### src/rtl/gen_clk_mon_pkg.sv
// Shared types and helpers for the generated-clock frequency monitor.
// Holds the FSM state encoding, the settle length and the pass/fail bound helpers.
// Optional sticky-fail feature is selected by GEN_CLK_MON_STICKY_EN in the top.
package gen_clk_mon_pkg;

  typedef enum logic [1:0] {
    IDLE    = 2'd0,
    SETTLE  = 2'd1,
    MEASURE = 2'd2,
    REPORT  = 2'd3
  } mon_state_t;

  // Cycles spent flushing the synchronizer before counting starts.
  localparam int SETTLE_CYCLES = 3;

  // Lower pass bound; clamps at zero when the tolerance exceeds the target.
  function automatic int fail_lo(input int exp_cnt, input int tol);
    return (exp_cnt > tol) ? (exp_cnt - tol) : 0;
  endfunction

  // Upper pass bound.
  function automatic int fail_hi(input int exp_cnt, input int tol);
    return exp_cnt + tol;
  endfunction

endpackage

### src/rtl/gen_clk_mon_sync.sv
// Brings the generated clock into the clk domain as data and flags its rising edges.
// Latency: 2 cycles through the synchronizer, rise is combinational off the third flop.
// No backpressure: free-running sampler.
module gen_clk_mon_sync (
  input  logic clk,
  input  logic rst,
  input  logic mon_clk,
  output logic rise
);

  logic s1;
  logic s2;
  logic s3;

  // Two synchronizer flops followed by the edge-detect history flop.
  always_ff @(posedge clk) begin
    if (rst) begin
      s1 <= 1'b0;
      s2 <= 1'b0;
      s3 <= 1'b0;
    end else begin
      s1 <= mon_clk;
      s2 <= s1;
      s3 <= s2;
    end
  end

  assign rise = s2 & ~s3;

endmodule

### src/rtl/gen_clk_monitor.sv
// Counts rising edges of a generated clock over a fixed clk window and flags out-of-range counts.
// Latency: done pulses in the cycle after edge T+4+WINDOW for a start sampled at edge T.
// start is ignored while busy; optional sticky fail via GEN_CLK_MON_STICKY_EN.
module gen_clk_monitor
  import gen_clk_mon_pkg::*;
#(
  parameter int WINDOW  = 256,
  parameter int CNT_W   = 16,
  parameter int EXP_CNT = 128,
  parameter int TOL     = 2
) (
  input  logic             clk,
  input  logic             rst,
  input  logic             mon_clk,
  input  logic             start,
  input  logic             cont,
  output logic             busy,
  output logic             done,
  output logic [CNT_W-1:0] count,
  output logic             fail
`ifdef GEN_CLK_MON_STICKY_EN
  ,
  input  logic             fail_clr,
  output logic             fail_sticky
`endif
);

  localparam int TMR_W = $clog2(WINDOW);
  localparam logic [TMR_W-1:0] WIN_LAST    = TMR_W'(WINDOW - 1);
  localparam logic [TMR_W-1:0] SETTLE_LAST = TMR_W'(SETTLE_CYCLES - 1);
  localparam logic [CNT_W:0]   FAIL_LO     = (CNT_W+1)'(fail_lo(EXP_CNT, TOL));
  localparam logic [CNT_W:0]   FAIL_HI     = (CNT_W+1)'(fail_hi(EXP_CNT, TOL));
  localparam logic [CNT_W-1:0] CNT_MAX     = '1;

  mon_state_t       state;
  mon_state_t       state_nxt;
  logic [TMR_W-1:0] tmr;
  logic [TMR_W-1:0] tmr_nxt;
  logic             cont_q;
  logic             cont_nxt;
  logic [CNT_W-1:0] acc;
  logic             rise;
  logic             fail_nxt;

  gen_clk_mon_sync u_sync (
    .clk     (clk),
    .rst     (rst),
    .mon_clk (mon_clk),
    .rise    (rise)
  );

  // Extended-width compare so EXP_CNT+TOL cannot wrap.
  assign fail_nxt = ({1'b0, acc} < FAIL_LO) | ({1'b0, acc} > FAIL_HI);
  assign busy     = (state != IDLE);

  // Phase sequencing: settle once, then measure/report, looping when continuous.
  always_comb begin
    state_nxt = state;
    tmr_nxt   = tmr;
    cont_nxt  = cont_q;
    case (state)
      IDLE: begin
        if (start) begin
          state_nxt = SETTLE;
          tmr_nxt   = SETTLE_LAST;
          cont_nxt  = cont;
        end
      end
      SETTLE: begin
        if (tmr == '0) begin
          state_nxt = MEASURE;
          tmr_nxt   = WIN_LAST;
        end else begin
          tmr_nxt = tmr - TMR_W'(1);
        end
      end
      MEASURE: begin
        if (tmr == '0) begin
          state_nxt = REPORT;
        end else begin
          tmr_nxt = tmr - TMR_W'(1);
        end
      end
      REPORT: begin
        if (cont_q) begin
          state_nxt = MEASURE;
          tmr_nxt   = WIN_LAST;
        end else begin
          state_nxt = IDLE;
        end
      end
      default: state_nxt = IDLE;
    endcase
  end

  // FSM state, phase timer and latched continuous-mode flag.
  always_ff @(posedge clk) begin
    if (rst) begin
      state  <= IDLE;
      tmr    <= '0;
      cont_q <= 1'b0;
    end else begin
      state  <= state_nxt;
      tmr    <= tmr_nxt;
      cont_q <= cont_nxt;
    end
  end

  // Saturating edge accumulator; held at zero outside the measurement window.
  always_ff @(posedge clk) begin
    if (rst || (state != MEASURE)) begin
      acc <= '0;
    end else if (rise && (acc != CNT_MAX)) begin
      acc <= acc + CNT_W'(1);
    end
  end

  // Result registers update only at the end of REPORT and hold in between.
  always_ff @(posedge clk) begin
    if (rst) begin
      done  <= 1'b0;
      count <= '0;
      fail  <= 1'b0;
    end else begin
      done <= (state == REPORT);
      if (state == REPORT) begin
        count <= acc;
        fail  <= fail_nxt;
      end
    end
  end

`ifdef GEN_CLK_MON_STICKY_EN
  // Sticky fail: a failing report takes priority over a simultaneous clear.
  always_ff @(posedge clk) begin
    if (rst) begin
      fail_sticky <= 1'b0;
    end else if ((state == REPORT) && fail_nxt) begin
      fail_sticky <= 1'b1;
    end else if (fail_clr) begin
      fail_sticky <= 1'b0;
    end
  end
`endif

endmodule

### config.mk
export PLATFORM = sky130hd
export DESIGN_NAME = gen_clk_monitor
export DESIGN_NICKNAME = d
export VERILOG_FILES = /design/src/rtl/gen_clk_mon_pkg.sv /design/src/rtl/gen_clk_mon_sync.sv /design/src/rtl/gen_clk_monitor.sv
export SDC_FILE = /design/constraint.sdc
export NUM_CORES = 1
export LEC_CHECK = 0
export CORE_UTILIZATION = 55
export CTS_BUF_LIST = sky130_fd_sc_hd__clkbuf_4
export DETAILED_ROUTE_END_ITERATION = 16
export MAX_ROUTING_LAYER = met4
export PLACE_DENSITY = 0.9
export SYNTH_ARGS = -nofsm -noshare
export SYNTH_HDL_FRONTEND = slang
export SYNTH_SLANG_ARGS = --single-unit
### constraint.sdc
create_clock -name clk -period 4.2 [get_ports clk]
set_input_delay 0.84 -clock clk [delete_from_list [all_inputs] [get_ports clk]]
set_output_delay 0.84 -clock clk [all_outputs]
set_load 0.02 [all_outputs]
==> impl_metrics.yaml <==
synth:
  ys_ff_latch: 48
  syn_nets: 297
  synthArstFlopShare: 0
  synth-main-ff-cell: "dfxtp_1"
  synth.distinct_cells: 45
  synth_edf_count: 0
  syn_area_mm2: 0.00235
  syn_inst: 290
  yosysSeqAreaShare: 0.409
  synth-warning-count: 0
  synth_area_per_cell_um2: 8.11
final_layout:
  layout_commonest_cell: "nand2_1"
  n_fill_cell: 343
  mostFrequentLayoutCells: "nand2_1, dfxtp_1, a21oi_1, clkdlybuf4s50_1, nor2_1"
  diodes: 0
  final_nets: 311
  fin_cells: 355
  drive_gt1_frac: 0.0656
  area_delta_synth_final_pct: 12.9
global_route:
  grt_max_degree: 35
  grt_pass1_wl_um: 8820
  first_global_vias: 2006
  antenna_found_initial: 0
  grt_util_all_layers: 0.264
  grt.overflow.total: 0
clocking:
  path_clk_slew_ns: 0.14
  ctsLongestPathBuffers: 2
  post-cts-setup-buffers: 0
  cts_tree: "done"
  htree_levels: 2
  cts_resized: 0
  cts_made_buffers: 5
  numClockSinks: 48
  insertion_delay_ns: 0.37
  cts_root_buf: "clkbuf_4"
  cts_hold_buffers: 0
worst_hold_path:
  hold_path_class: "flop to flop"
  holdCritStartpoint: "u_sync.s1"
floorplanning:
  core_area_mm2: 0.00406
  dieArea_mm2: 0.00454
  rows: 23
  die_h_um: 67.4
  io_pins: 24
  start_util: 0.579
  die_w_um: 67.4
routing:
  drc: 0
  drt_iter0_markers: 211
  drtAntennaViolNets: 0
  wl_per_cell_um: 14.5
  viasPerCell: 6.12
  num_vias: 2174
  postRouteWirelength_um: 5150
  firstDrtPassIters: 4
power:
  power_mw: 1.33
  peakVddDrop_mv: 0.477
  power.leakage_nw: 0.846
  p_per_area_mw_per_mm2: 503
sta:
  fin_ws_ns: 1.43
  slew_headroom: 0.486
  timing.final.crit_share: 0.660
  tightest_slew_ns: 0.769
  setup_viol_count_final: 0
  rsz0062_at_grt: "no"
  drv_slew: 0
  whs_ns: 0.458
  fin_crit_ns: 2.77
  fin_tns_setup_ns: 0
  max_freq_mhz: 361
  skew_ns: 0.0127
  hold_viol_final: 0
setup_path:
  start_kind: "flop"
  required_ns: 3.36
  path_max_fanout: 15
  worst_setup_path_end_kind: "output pin"
  cp-startpoint: "state[0]"
  r2r_start: "state[1]"
  path_class: "flop to output pin"
  cp_data_arrival_time_ns: 1.93
place:
  pre_cts_slack_ns: 1.56
  hpwlAfterDp_um: 3660
  dpl.cell_count: 347
  port_buffers: 23
  place.gp.congestion: 0.923
flow_run:
  max-cap-violations: 0
outcome:
  status: "finished clean"
[cells in the mapped netlist (all sizes together), types with 2 or more instances]
master / instances / area [µm²]
ha: 2 / 25.0
or2: 2 / 12.5
nand2: 55 / 209
o31ai: 7 / 52.6
a31oi: 3 / 18.8
nor3: 6 / 30.0
and3: 6 / 37.5
or4: 8 / 61.3
o21ai: 9 / 45.0
a211oi: 5 / 37.5
o211ai: 4 / 30.0
nand4: 9 / 56.3
nor2b: 6 / 37.5
nor4: 9 / 68.8
and2: 3 / 18.8
buf: 6 / 35.0
o311ai: 2 / 17.5
inv: 3 / 11.3
nor2: 13 / 48.8
clkbuf: 11 / 41.3
mux2i: 4 / 40.0
a21oi: 36 / 180
nand3: 7 / 35.0
and3b: 2 / 17.5
nand4b: 2 / 17.5
dfxtp: 48 / 961
or3: 5 / 31.3
a2111oi: 2 / 23.8
nand2b: 5 / 31.3
[worst max-delay path: stages, from the launching register on]
cell,delay [ns]
dfxtp_1,0.59
nor2_1,0.18
inv_1,0.15
clkdlybuf4s50_1,0.64
[path summary, 6_finish.rpt]
| kind | to | slack, ns | cells past startpoint |
|---|---|---|---|
| hold reg to reg | u_sync.s2 | 0.46 | 1 |
| setup / recovery | busy | 1.43 | 3 |
| setup reg to reg | acc[8] | 2.03 | 4 |
| hold / removal | u_sync.s2 | 0.46 | 1 |
[logic make-up after synthesis]
family / Yosys count / synth area share
compound gates: 75 / 0.208
fa+ha+maj: 2 / 0.0106
buf+inv: 20 / 0.0373
flops: 48 / 0.409
mux: 4 / 0.0170
simple gates: 141 / 0.319
[state kept, by name, indices dropped and copies added (netlist names)]
name	flops
tmr	8
acc	16
cont_q	1
u_sync.s1	1
u_sync.s2	1
u_sync.s3	1
done	1
count	16
state	2
fail	1
[final cells by class]
class	instances	area, µm²	share of cell area
inverter	3	11.3	0.00424
sequential	48	961	0.362
clock buffer	5	37.5	0.0141
clock inverter	3	42.5	0.0160
timing repair buffer	24	238	0.0895
multi-input combinational	222	1300	0.491
tap	50	62.6	0.0236
[where the power goes]
part           total, mW  internal (mW)  switching, mW
registers          0.593          0.503         0.0904
logic              0.467          0.189          0.278
clock network      0.275          0.124          0.151
[stage by stage]
step	area, µm²	util
6_report	2660	0.654
5_1_grt	2660	0.654
4_1_cts	2660	0.654
3_5_place_dp	2570	0.635
3_3_place_gp	2570	0.635
2_1_floorplan	2350	-
[per-layer routing]
metal,part of all wire,track usage,vias to the layer above
met5,0,-,-
met4,0.017,0.117,0
met3,0.046,0.0608,12
met2,0.50,0.449,68
met1,0.44,0.292,999
li1,-,-,1095
Power figures use the tool's default switching activity.
